==> config.mk <==
export PLATFORM = sky130hd
export DESIGN_NAME = decode_stage_param
export DESIGN_NICKNAME = d
export VERILOG_FILES = /design/src/rtl/decode_pkg.sv /design/src/rtl/reg_file_bypass.sv /design/src/rtl/decode_stage_param.sv
export SDC_FILE = /design/constraint.sdc
export NUM_CORES = 2
export LEC_CHECK = 0
export CAP_MARGIN = 20
export CORE_MARGIN = 2
export CORE_UTILIZATION = 67
export DETAILED_ROUTE_END_ITERATION = 8
export GPL_ROUTABILITY_DRIVEN = 0
export PLACE_DENSITY = 0.86
export SLEW_MARGIN = 20
export SYNTH_ARGS = -nofsm -noshare
export SYNTH_HDL_FRONTEND = slang
export SYNTH_SLANG_ARGS = --single-unit
==> constraint.sdc <==
create_clock -name clk -period 4.79 [get_ports clk]
set_input_delay 1.1975 -clock clk [delete_from_list [all_inputs] [get_ports clk]]
set_output_delay 1.1975 -clock clk [all_outputs]
set_load 0.02 [all_outputs]
==> src/rtl/decode_pkg.sv <==
// ---------------------------------------------------------------------------
// decode_pkg
// Shared constants for the decode stage: destination-select encoding,
// instruction field positions and the immediate width.
// ---------------------------------------------------------------------------
package decode_pkg;

  // Destination register select (regdst_i); 2'b11 is reserved and decodes as rt
  localparam logic [1:0] RD_RT   = 2'b00;
  localparam logic [1:0] RD_RD   = 2'b01;
  localparam logic [1:0] RD_LINK = 2'b10;

  // Instruction layout
  localparam int unsigned INSTR_W = 32;
  localparam int unsigned RS_LSB  = 21;
  localparam int unsigned RT_LSB  = 16;
  localparam int unsigned RD_LSB  = 11;
  localparam int unsigned IMM_LSB = 0;
  localparam int unsigned IMM_W   = 16;
  localparam int unsigned FIELD_W = 5;

endpackage : decode_pkg

==> src/rtl/reg_file_bypass.sv <==
// ---------------------------------------------------------------------------
// reg_file_bypass
// NREGS x DATA_W register file, two combinational read ports and one write
// port. Register 0 is hardwired to zero. A write in the same cycle as a read
// of the same (non-zero) index is bypassed to the read port.
// Ports:
//   clk, rst         clock, synchronous active-high reset (clears all regs)
//   i_ra1, i_ra2     read indices
//   i_we, i_wa, i_wd write enable / index / data
//   o_rd1, o_rd2     read data (combinational)
// ---------------------------------------------------------------------------
module reg_file_bypass
  import decode_pkg::*;
#(
  parameter int unsigned DATA_W = 32,
  parameter int unsigned ADDR_W = 5
) (
  input  logic              clk,
  input  logic              rst,
  input  logic [ADDR_W-1:0] i_ra1,
  input  logic [ADDR_W-1:0] i_ra2,
  input  logic              i_we,
  input  logic [ADDR_W-1:0] i_wa,
  input  logic [DATA_W-1:0] i_wd,
  output logic [DATA_W-1:0] o_rd1,
  output logic [DATA_W-1:0] o_rd2
);

  localparam int unsigned NREGS = 2 ** ADDR_W;

  logic [DATA_W-1:0] r_regs [NREGS];
  logic              w_wr_en;

  // Writes to r0 are dropped so r0 never holds anything but zero
  assign w_wr_en = i_we && (i_wa != '0);

  // Storage
  always_ff @(posedge clk) begin
    if (rst) begin
      for (int i = 0; i < int'(NREGS); i++) begin
        r_regs[i] <= '0;
      end
    end else if (w_wr_en) begin
      r_regs[i_wa] <= i_wd;
    end
  end

  // Read port 1: r0 forced to zero, then same-cycle write bypass, then array
  always_comb begin
    o_rd1 = r_regs[i_ra1];
    if (i_ra1 == '0) begin
      o_rd1 = '0;
    end else if (w_wr_en && (i_wa == i_ra1)) begin
      o_rd1 = i_wd;
    end
  end

  // Read port 2: same rules as port 1
  always_comb begin
    o_rd2 = r_regs[i_ra2];
    if (i_ra2 == '0) begin
      o_rd2 = '0;
    end else if (w_wr_en && (i_wa == i_ra2)) begin
      o_rd2 = i_wd;
    end
  end

endmodule : reg_file_bypass

==> src/rtl/decode_stage_param.sv <==
// ---------------------------------------------------------------------------
// decode_stage_param
// Decode stage of the 5-stage pipeline: register file read with write-back
// bypass, destination select (rt / rd / link), immediate sign-extension,
// load-use hazard detection and the ID/EX pipeline register with valid,
// stall-bubble and flush control.
// Ports:
//   clk, rst                      clock, synchronous active-high reset
//   instr_i, instr_valid_i        IF/ID instruction and its valid flag
//   regdst_i, memread_i,
//   regwrite_i                    control-unit decode for instr_i
//   flush_i                       squash: next ID/EX entry is a bubble
//   wb_we_i, wb_addr_i, wb_data_i write-back port into the register file
//   stall_o                       combinational load-use stall request
//   ex_*                          registered ID/EX pipeline outputs
// ---------------------------------------------------------------------------
module decode_stage_param
  import decode_pkg::*;
#(
  parameter int unsigned DATA_W   = 32,
  parameter int unsigned ADDR_W   = 5,
  parameter int unsigned LINK_REG = 31
) (
  input  logic                clk,
  input  logic                rst,
  input  logic [INSTR_W-1:0]  instr_i,
  input  logic                instr_valid_i,
  input  logic [1:0]          regdst_i,
  input  logic                memread_i,
  input  logic                regwrite_i,
  input  logic                flush_i,
  input  logic                wb_we_i,
  input  logic [ADDR_W-1:0]   wb_addr_i,
  input  logic [DATA_W-1:0]   wb_data_i,
  output logic                stall_o,
  output logic                ex_valid_o,
  output logic [DATA_W-1:0]   ex_dr1_o,
  output logic [DATA_W-1:0]   ex_dr2_o,
  output logic [DATA_W-1:0]   ex_imm_o,
  output logic [ADDR_W-1:0]   ex_rs_o,
  output logic [ADDR_W-1:0]   ex_rt_o,
  output logic [ADDR_W-1:0]   ex_dest_o,
  output logic                ex_memread_o,
  output logic                ex_regwrite_o
);

  localparam logic [ADDR_W-1:0] LINK_IDX = ADDR_W'(LINK_REG);

  // Decoded fields (low ADDR_W bits of each 5-bit index field)
  logic [ADDR_W-1:0] w_rs;
  logic [ADDR_W-1:0] w_rt;
  logic [ADDR_W-1:0] w_rd;
  logic [IMM_W-1:0]  w_imm16;
  logic [DATA_W-1:0] w_imm_ext;
  logic [ADDR_W-1:0] w_dest;
  logic [DATA_W-1:0] w_dr1;
  logic [DATA_W-1:0] w_dr2;
  logic              w_haz;
  logic              w_stall;
  logic              w_unused;

  // ID/EX pipeline register
  logic              r_valid;
  logic [DATA_W-1:0] r_dr1;
  logic [DATA_W-1:0] r_dr2;
  logic [DATA_W-1:0] r_imm;
  logic [ADDR_W-1:0] r_rs;
  logic [ADDR_W-1:0] r_rt;
  logic [ADDR_W-1:0] r_dest;
  logic              r_memread;
  logic              r_regwrite;

  assign w_rs    = instr_i[RS_LSB +: ADDR_W];
  assign w_rt    = instr_i[RT_LSB +: ADDR_W];
  assign w_rd    = instr_i[RD_LSB +: ADDR_W];
  assign w_imm16 = instr_i[IMM_LSB +: IMM_W];

  // Opcode/funct bits are decoded by the control unit, not here
  assign w_unused = &{1'b0, instr_i};

  // Sign-extension through a signed size cast (also legal when DATA_W == IMM_W)
  assign w_imm_ext = DATA_W'($signed(w_imm16));

  // Destination select; the reserved encoding falls back to rt
  always_comb begin
    w_dest = w_rt;
    unique case (regdst_i)
      RD_RD:   w_dest = w_rd;
      RD_LINK: w_dest = LINK_IDX;
      default: w_dest = w_rt;
    endcase
  end

  reg_file_bypass #(
    .DATA_W (DATA_W),
    .ADDR_W (ADDR_W)
  ) u_rf (
    .clk   (clk),
    .rst   (rst),
    .i_ra1 (w_rs),
    .i_ra2 (w_rt),
    .i_we  (wb_we_i),
    .i_wa  (wb_addr_i),
    .i_wd  (wb_data_i),
    .o_rd1 (w_dr1),
    .o_rd2 (w_dr2)
  );

  // Load-use: a valid load in ID/EX whose target is a source of the current instruction
  assign w_haz = r_valid && r_memread && (r_dest != '0) && instr_valid_i &&
                 ((r_dest == w_rs) || (r_dest == w_rt));

  // A flush already squashes the dependent instruction, so no stall is needed
  assign w_stall = w_haz && !flush_i && !rst;
  assign stall_o = w_stall;

  // ID/EX update: reset > flush > stall bubble > load. Bubbles keep data fields.
  always_ff @(posedge clk) begin
    if (rst) begin
      r_valid    <= 1'b0;
      r_dr1      <= '0;
      r_dr2      <= '0;
      r_imm      <= '0;
      r_rs       <= '0;
      r_rt       <= '0;
      r_dest     <= '0;
      r_memread  <= 1'b0;
      r_regwrite <= 1'b0;
    end else if (flush_i || w_stall) begin
      r_valid    <= 1'b0;
      r_memread  <= 1'b0;
      r_regwrite <= 1'b0;
    end else begin
      r_valid    <= instr_valid_i;
      r_dr1      <= w_dr1;
      r_dr2      <= w_dr2;
      r_imm      <= w_imm_ext;
      r_rs       <= w_rs;
      r_rt       <= w_rt;
      r_dest     <= w_dest;
      r_memread  <= memread_i  && instr_valid_i;
      r_regwrite <= regwrite_i && instr_valid_i;
    end
  end

  assign ex_valid_o    = r_valid;
  assign ex_dr1_o      = r_dr1;
  assign ex_dr2_o      = r_dr2;
  assign ex_imm_o      = r_imm;
  assign ex_rs_o       = r_rs;
  assign ex_rt_o       = r_rt;
  assign ex_dest_o     = r_dest;
  assign ex_memread_o  = r_memread;
  assign ex_regwrite_o = r_regwrite;

endmodule : decode_stage_param

==> metrics.log <==
INFO  metric worst_pin_slew = 1.21 ns
INFO  metric grt_first_pass_wirelength = 262 mm
INFO  metric initial_core_util = 67.3%
INFO  metric hp-class = flip-flop to flip-flop
INFO  metric layout_nets = 4176
INFO  metric synth.ff_latch_count = 1122
INFO  metric htree_num_levels = 3
INFO  metric cts_resized = 0
INFO  metric placed_area = 62500 µm²
INFO  metric route.detailed.drc = 1
INFO  metric clockPowerShare = 39.1%
INFO  metric vias = 39600
INFO  metric maxUsedRoutingLayer = met5
INFO  metric max_freq = 234 MHz
INFO  metric period_minus_slack = 4.27 ns
INFO  metric worst_setup_hold_path_clk_slew = 0.06 ns
INFO  metric layout.area.seq = 32700 µm²
INFO  metric detail_route.wirelength.met1 = 57.1 mm
INFO  metric pin_count_of_the_biggest_net_entering_global_routing = 120
INFO  metric grt_setup_unrepaired = false
INFO  metric ys.flop_type = sky130_fd_sc_hd__edfxtp_1
INFO  metric timing.critical_path.fanout_max = 3
INFO  metric chipWidth = 302 µm
INFO  metric synthDistinctLibCells = 57
INFO  metric synth_cells = 4051
INFO  metric layout-drive-gt1-share = 23.1%
INFO  metric internal_power = 18.0 mW
INFO  metric postSynthAreaPerCell = 14.6 µm²
INFO  metric clock-root-buffer = sky130_fd_sc_hd__clkbuf_16
INFO  metric synth_area = 59300 µm²
INFO  metric firstDrtPassIters = 8
INFO  metric final_hold_fails = 0
INFO  metric critical_path.endpoint_type = output pin
INFO  metric route.detailed.wl_per_inst = 33.6 µm
INFO  metric power.switching_fraction = 25.0%
INFO  metric ys_warn_count = 0
INFO  metric number_of_antenna_violations_at_the_first_check_in_global_routing = 18
INFO  metric ant_nets = 0
INFO  metric area_of_all_placed_cells_without_fillers = 66500 µm²
INFO  metric crit_family = buffers and inverters
INFO  metric cts_buffer_depth = 3
INFO  metric failed_checks = design-rule violations
INFO  metric die_height = 302 µm
INFO  metric postRouteWirelength = 181 mm
INFO  metric post-cts-setup-buffers = 0
INFO  metric drt_iter0_drc = 6330
INFO  metric slowest_delay = 0.57 ns
INFO  metric detailedPlace.worstSlack = 0.543 ns
INFO  metric net-switching-power = 6.00 mW
INFO  metric fin_skew = 0.0307 ns
INFO  metric core-area = 88100 µm²
INFO  metric crit_path_top_delay_cell = sky130_fd_sc_hd__clkdlybuf4s50_1
INFO  metric worst_ir_drop_vdd = 0.000438 V
INFO  metric dr_wl_met3 = 27.0 mm
INFO  metric slew_violations = 0
INFO  metric cp_cell_sequence = clkdlybuf4s50_1, xor2_1, nor2_1, a22oi_1, nor2_1, clkdlybuf4s50_1
INFO  metric port_buffers = 186
INFO  metric clock_insertion_delay_worst_skew = 0.72 ns
INFO  metric setup-violations-final = 0
INFO  metric routed_length_on_met2 = 83.4 mm
INFO  metric first_global_vias = 40100
INFO  metric worst_ep_arrival_time = 3.08 ns
INFO  metric worst_max_slew_margin_expressed_relative_to_the_limit = 19.0%
INFO  metric cts_tree = yes
INFO  metric max_cap_violations = 0
INFO  metric die-area = 91000 µm²
INFO  metric track_usage = 40.2%
INFO  metric grt_overflow_total = 0
INFO  metric multi_input_comb_area = 24600 µm²
INFO  metric final.fill_count = 4985
INFO  metric cts_made_buffers = 116
INFO  metric tritoncts_num_sinks = 1122
INFO  metric outcome = finished with violations
INFO  metric whs = 0.458 ns
INFO  metric layout-area-overhead-vs-synth = 12.0%
INFO  metric setup.worst_path.class = input port to output pin
INFO  metric power-per-cell-area = 362 nW/µm²
INFO  metric comb_power_share = 12.7%
INFO  metric worst-endpoint-required = 3.59 ns
INFO  metric synthArstFlopShare = 0%
INFO  metric setup_total_negative_slack = 0 ns
INFO  metric ctsHoldBuffers = 0
INFO  metric synth_edf_count = 1024
INFO  metric final_min_period_over_clock_period = 89.2%
INFO  metric critPathLaunchType = input port
INFO  metric worst-path-buf-inv = 2
INFO  metric synth-seq-area-share = 55.1%
INFO  metric postLayoutSetupSlackWorst = 0.515 ns
INFO  metric io_pins = 193
INFO  metric std_cell_rows = 109
INFO  metric static-leakage-power = 23.3 nW
INFO  metric power.sequential.fraction = 48.3%
INFO  metric place.detailed.hpwl = 110 mm
INFO  metric routed_via_density = 7.37
[metal layers]
layer | track usage [%] | up-vias
li1 | - | 15500
met1 | 51.0 | 19600
met2 | 61.9 | 3692
met3 | 12.1 | 804
met4 | 24.2 | 20
met5 | 0 | -
[cell usage in the layout, fill, tap and decap left out, types with 10 or more instances in the layout]
| cell type | netlist | layout |
|---|---|---|
| sky130_fd_sc_hd__a211oi_1 | 11 | 11 |
| sky130_fd_sc_hd__a21boi_1 | 22 | 22 |
| sky130_fd_sc_hd__a21oi_1 | 37 | 37 |
| sky130_fd_sc_hd__a221oi_1 | 21 | 21 |
| sky130_fd_sc_hd__a221oi_2 | 10 | 10 |
| sky130_fd_sc_hd__a22o_1 | 31 | 31 |
| sky130_fd_sc_hd__a32o_1 | 10 | 10 |
| sky130_fd_sc_hd__and2_1 | 996 | 996 |
| sky130_fd_sc_hd__buf_12 | 0 | 46 |
| sky130_fd_sc_hd__buf_4 | 70 | 108 |
| sky130_fd_sc_hd__bufinv_16 | 0 | 13 |
| sky130_fd_sc_hd__clkbuf_1 | 283 | 20 |
| sky130_fd_sc_hd__clkbuf_16 | 0 | 121 |
| sky130_fd_sc_hd__clkbuf_8 | 0 | 12 |
| sky130_fd_sc_hd__clkdlybuf4s50_1 | 0 | 170 |
| sky130_fd_sc_hd__clkinv_1 | 0 | 19 |
| sky130_fd_sc_hd__clkinv_2 | 0 | 25 |
| sky130_fd_sc_hd__conb_1 | 1 | 32 |
| sky130_fd_sc_hd__dfxtp_1 | 98 | 98 |
| sky130_fd_sc_hd__diode_2 | 0 | 11 |
| sky130_fd_sc_hd__edfxtp_1 | 1024 | 1024 |
| sky130_fd_sc_hd__inv_1 | 35 | 35 |
| sky130_fd_sc_hd__mux2i_1 | 172 | 172 |
| sky130_fd_sc_hd__mux4_2 | 512 | 512 |
| sky130_fd_sc_hd__nand2_1 | 54 | 54 |
| sky130_fd_sc_hd__nand3b_1 | 28 | 28 |
| sky130_fd_sc_hd__nor2_1 | 148 | 116 |
| sky130_fd_sc_hd__nor2_2 | 0 | 31 |
| sky130_fd_sc_hd__nor2b_1 | 17 | 14 |
| sky130_fd_sc_hd__nor3_1 | 53 | 53 |
| sky130_fd_sc_hd__o21ai_0 | 68 | 68 |
| sky130_fd_sc_hd__o22ai_1 | 72 | 72 |
| sky130_fd_sc_hd__o32ai_1 | 31 | 31 |
| sky130_fd_sc_hd__o41ai_2 | 20 | 20 |
| sky130_fd_sc_hd__or2_2 | 33 | 33 |
| sky130_fd_sc_hd__or3_1 | 23 | 23 |
| sky130_fd_sc_hd__xor2_1 | 12 | 12 |
[path summary, 6_finish.rpt]
kind                            cells past startpoint                         to  slack [ns]                 startpoint
worst max-delay path                                6                    stall_o        0.52                instr_i[20]
worst min register to register                      2  ex_dr2_o[29]$_SDFFE_PP0N_        0.46  ex_dr2_o[29]$_SDFFE_PP0N_
worst min-delay path                                2  ex_dr2_o[29]$_SDFFE_PP0N_        0.46  ex_dr2_o[29]$_SDFFE_PP0N_
worst max register to register                      7  ex_dr2_o[12]$_SDFFE_PP0N_        2.09  ex_dest_o[0]$_SDFFE_PP0N_
[final cells by class]
cell class	count	share of cell area [%]
sequential	1122	49.2
multi-input combinational	2481	37.0
timing repair buffer	340	5.40
clock buffer	153	4.92
tap	1165	2.19
clock inverter	67	1.03
inverter	35	0.198
antenna	11	0.0414
[Yosys cell counts, types with 23 or more instances]
master	n	share of area, %
sky130_fd_sc_hd__o21ai_0	68	0.57
sky130_fd_sc_hd__o32ai_1	31	0.46
sky130_fd_sc_hd__clkbuf_1	283	1.8
sky130_fd_sc_hd__or2_2	33	0.35
sky130_fd_sc_hd__inv_1	35	0.22
sky130_fd_sc_hd__mux2i_1	172	2.9
sky130_fd_sc_hd__a22o_1	31	0.46
sky130_fd_sc_hd__nor3_1	53	0.45
sky130_fd_sc_hd__a21oi_1	37	0.31
sky130_fd_sc_hd__buf_4	70	0.89
sky130_fd_sc_hd__and2_1	996	11
sky130_fd_sc_hd__dfxtp_1	98	3.3
sky130_fd_sc_hd__nand2_1	54	0.34
sky130_fd_sc_hd__edfxtp_1	1024	52
sky130_fd_sc_hd__nand3b_1	28	0.35
sky130_fd_sc_hd__o22ai_1	72	0.76
sky130_fd_sc_hd__buf_2	64	0.54
sky130_fd_sc_hd__mux4_2	512	19
sky130_fd_sc_hd__or3_1	23	0.24
sky130_fd_sc_hd__nor2_1	148	0.94
[worst reg2reg max path, stage by stage, from the launching register on]
cell	delay [ns]
sky130_fd_sc_hd__dfxtp_1	0.39
sky130_fd_sc_hd__or4_1	0.59
sky130_fd_sc_hd__o211ai_2	0.25
sky130_fd_sc_hd__o21ai_1	0.11
sky130_fd_sc_hd__buf_4	0.22
sky130_fd_sc_hd__or2_1	0.24
sky130_fd_sc_hd__buf_4	0.28
sky130_fd_sc_hd__o32ai_1	0.49
[stage by stage]
stage | power (mW) | std cells | util (%)
6_report | 24.1 | 5374 | 75.4
3_3_place_gp | 14.6 | 5141 | 70.9
2_1_floorplan | 13.5 | 4082 | -
3_5_place_dp | 14.7 | 5142 | 70.9
4_1_cts | 23.9 | 5362 | 75.4
5_1_grt | 24.5 | 5363 | 75.4
[power by group through the flow]
stage	Sequential [mW]	Clock [mW]	Combinational (mW)
after floorplan	11.7	0	1.85
after global placement	11.7	0	2.89
after detailed placement	11.8	0	2.95
after CTS	11.6	9.37	2.98
after global routing	11.6	9.72	3.13
final	11.6	9.39	3.05
[cell families (layout without fill, tap and decap cells)]
group | after synthesis | after routing | share of synthesized area (%)
and+or+nand+nor | 1382 | 1382 | 13.7
muxes | 685 | 685 | 22.4
buffers and inverters | 479 | 595 | 3.82
DFF | 1122 | 1122 | 55.1
xor gates and xnor gates | 19 | 19 | 0.280
other | 1 | 43 | 0.00632
AOI/OAI and AO/OA | 361 | 361 | 4.67
adders and majority gates | 2 | 2 | 0.0422
[registers in the layout, indices dropped and copies added, names as in the netlist]
| signal | count |
|---|---|
| ex_imm_o | 16 |
| ex_valid_o | 1 |
| ex_regwrite_o | 1 |
| ex_dr2_o | 32 |
| ex_memread_o | 1 |
| ex_rt_o | 5 |
| ex_dr1_o | 32 |
| u_rf.r_regs | 1024 |
| ex_dest_o | 5 |
| ex_rs_o | 5 |
(Power assumes the default switching activity.)
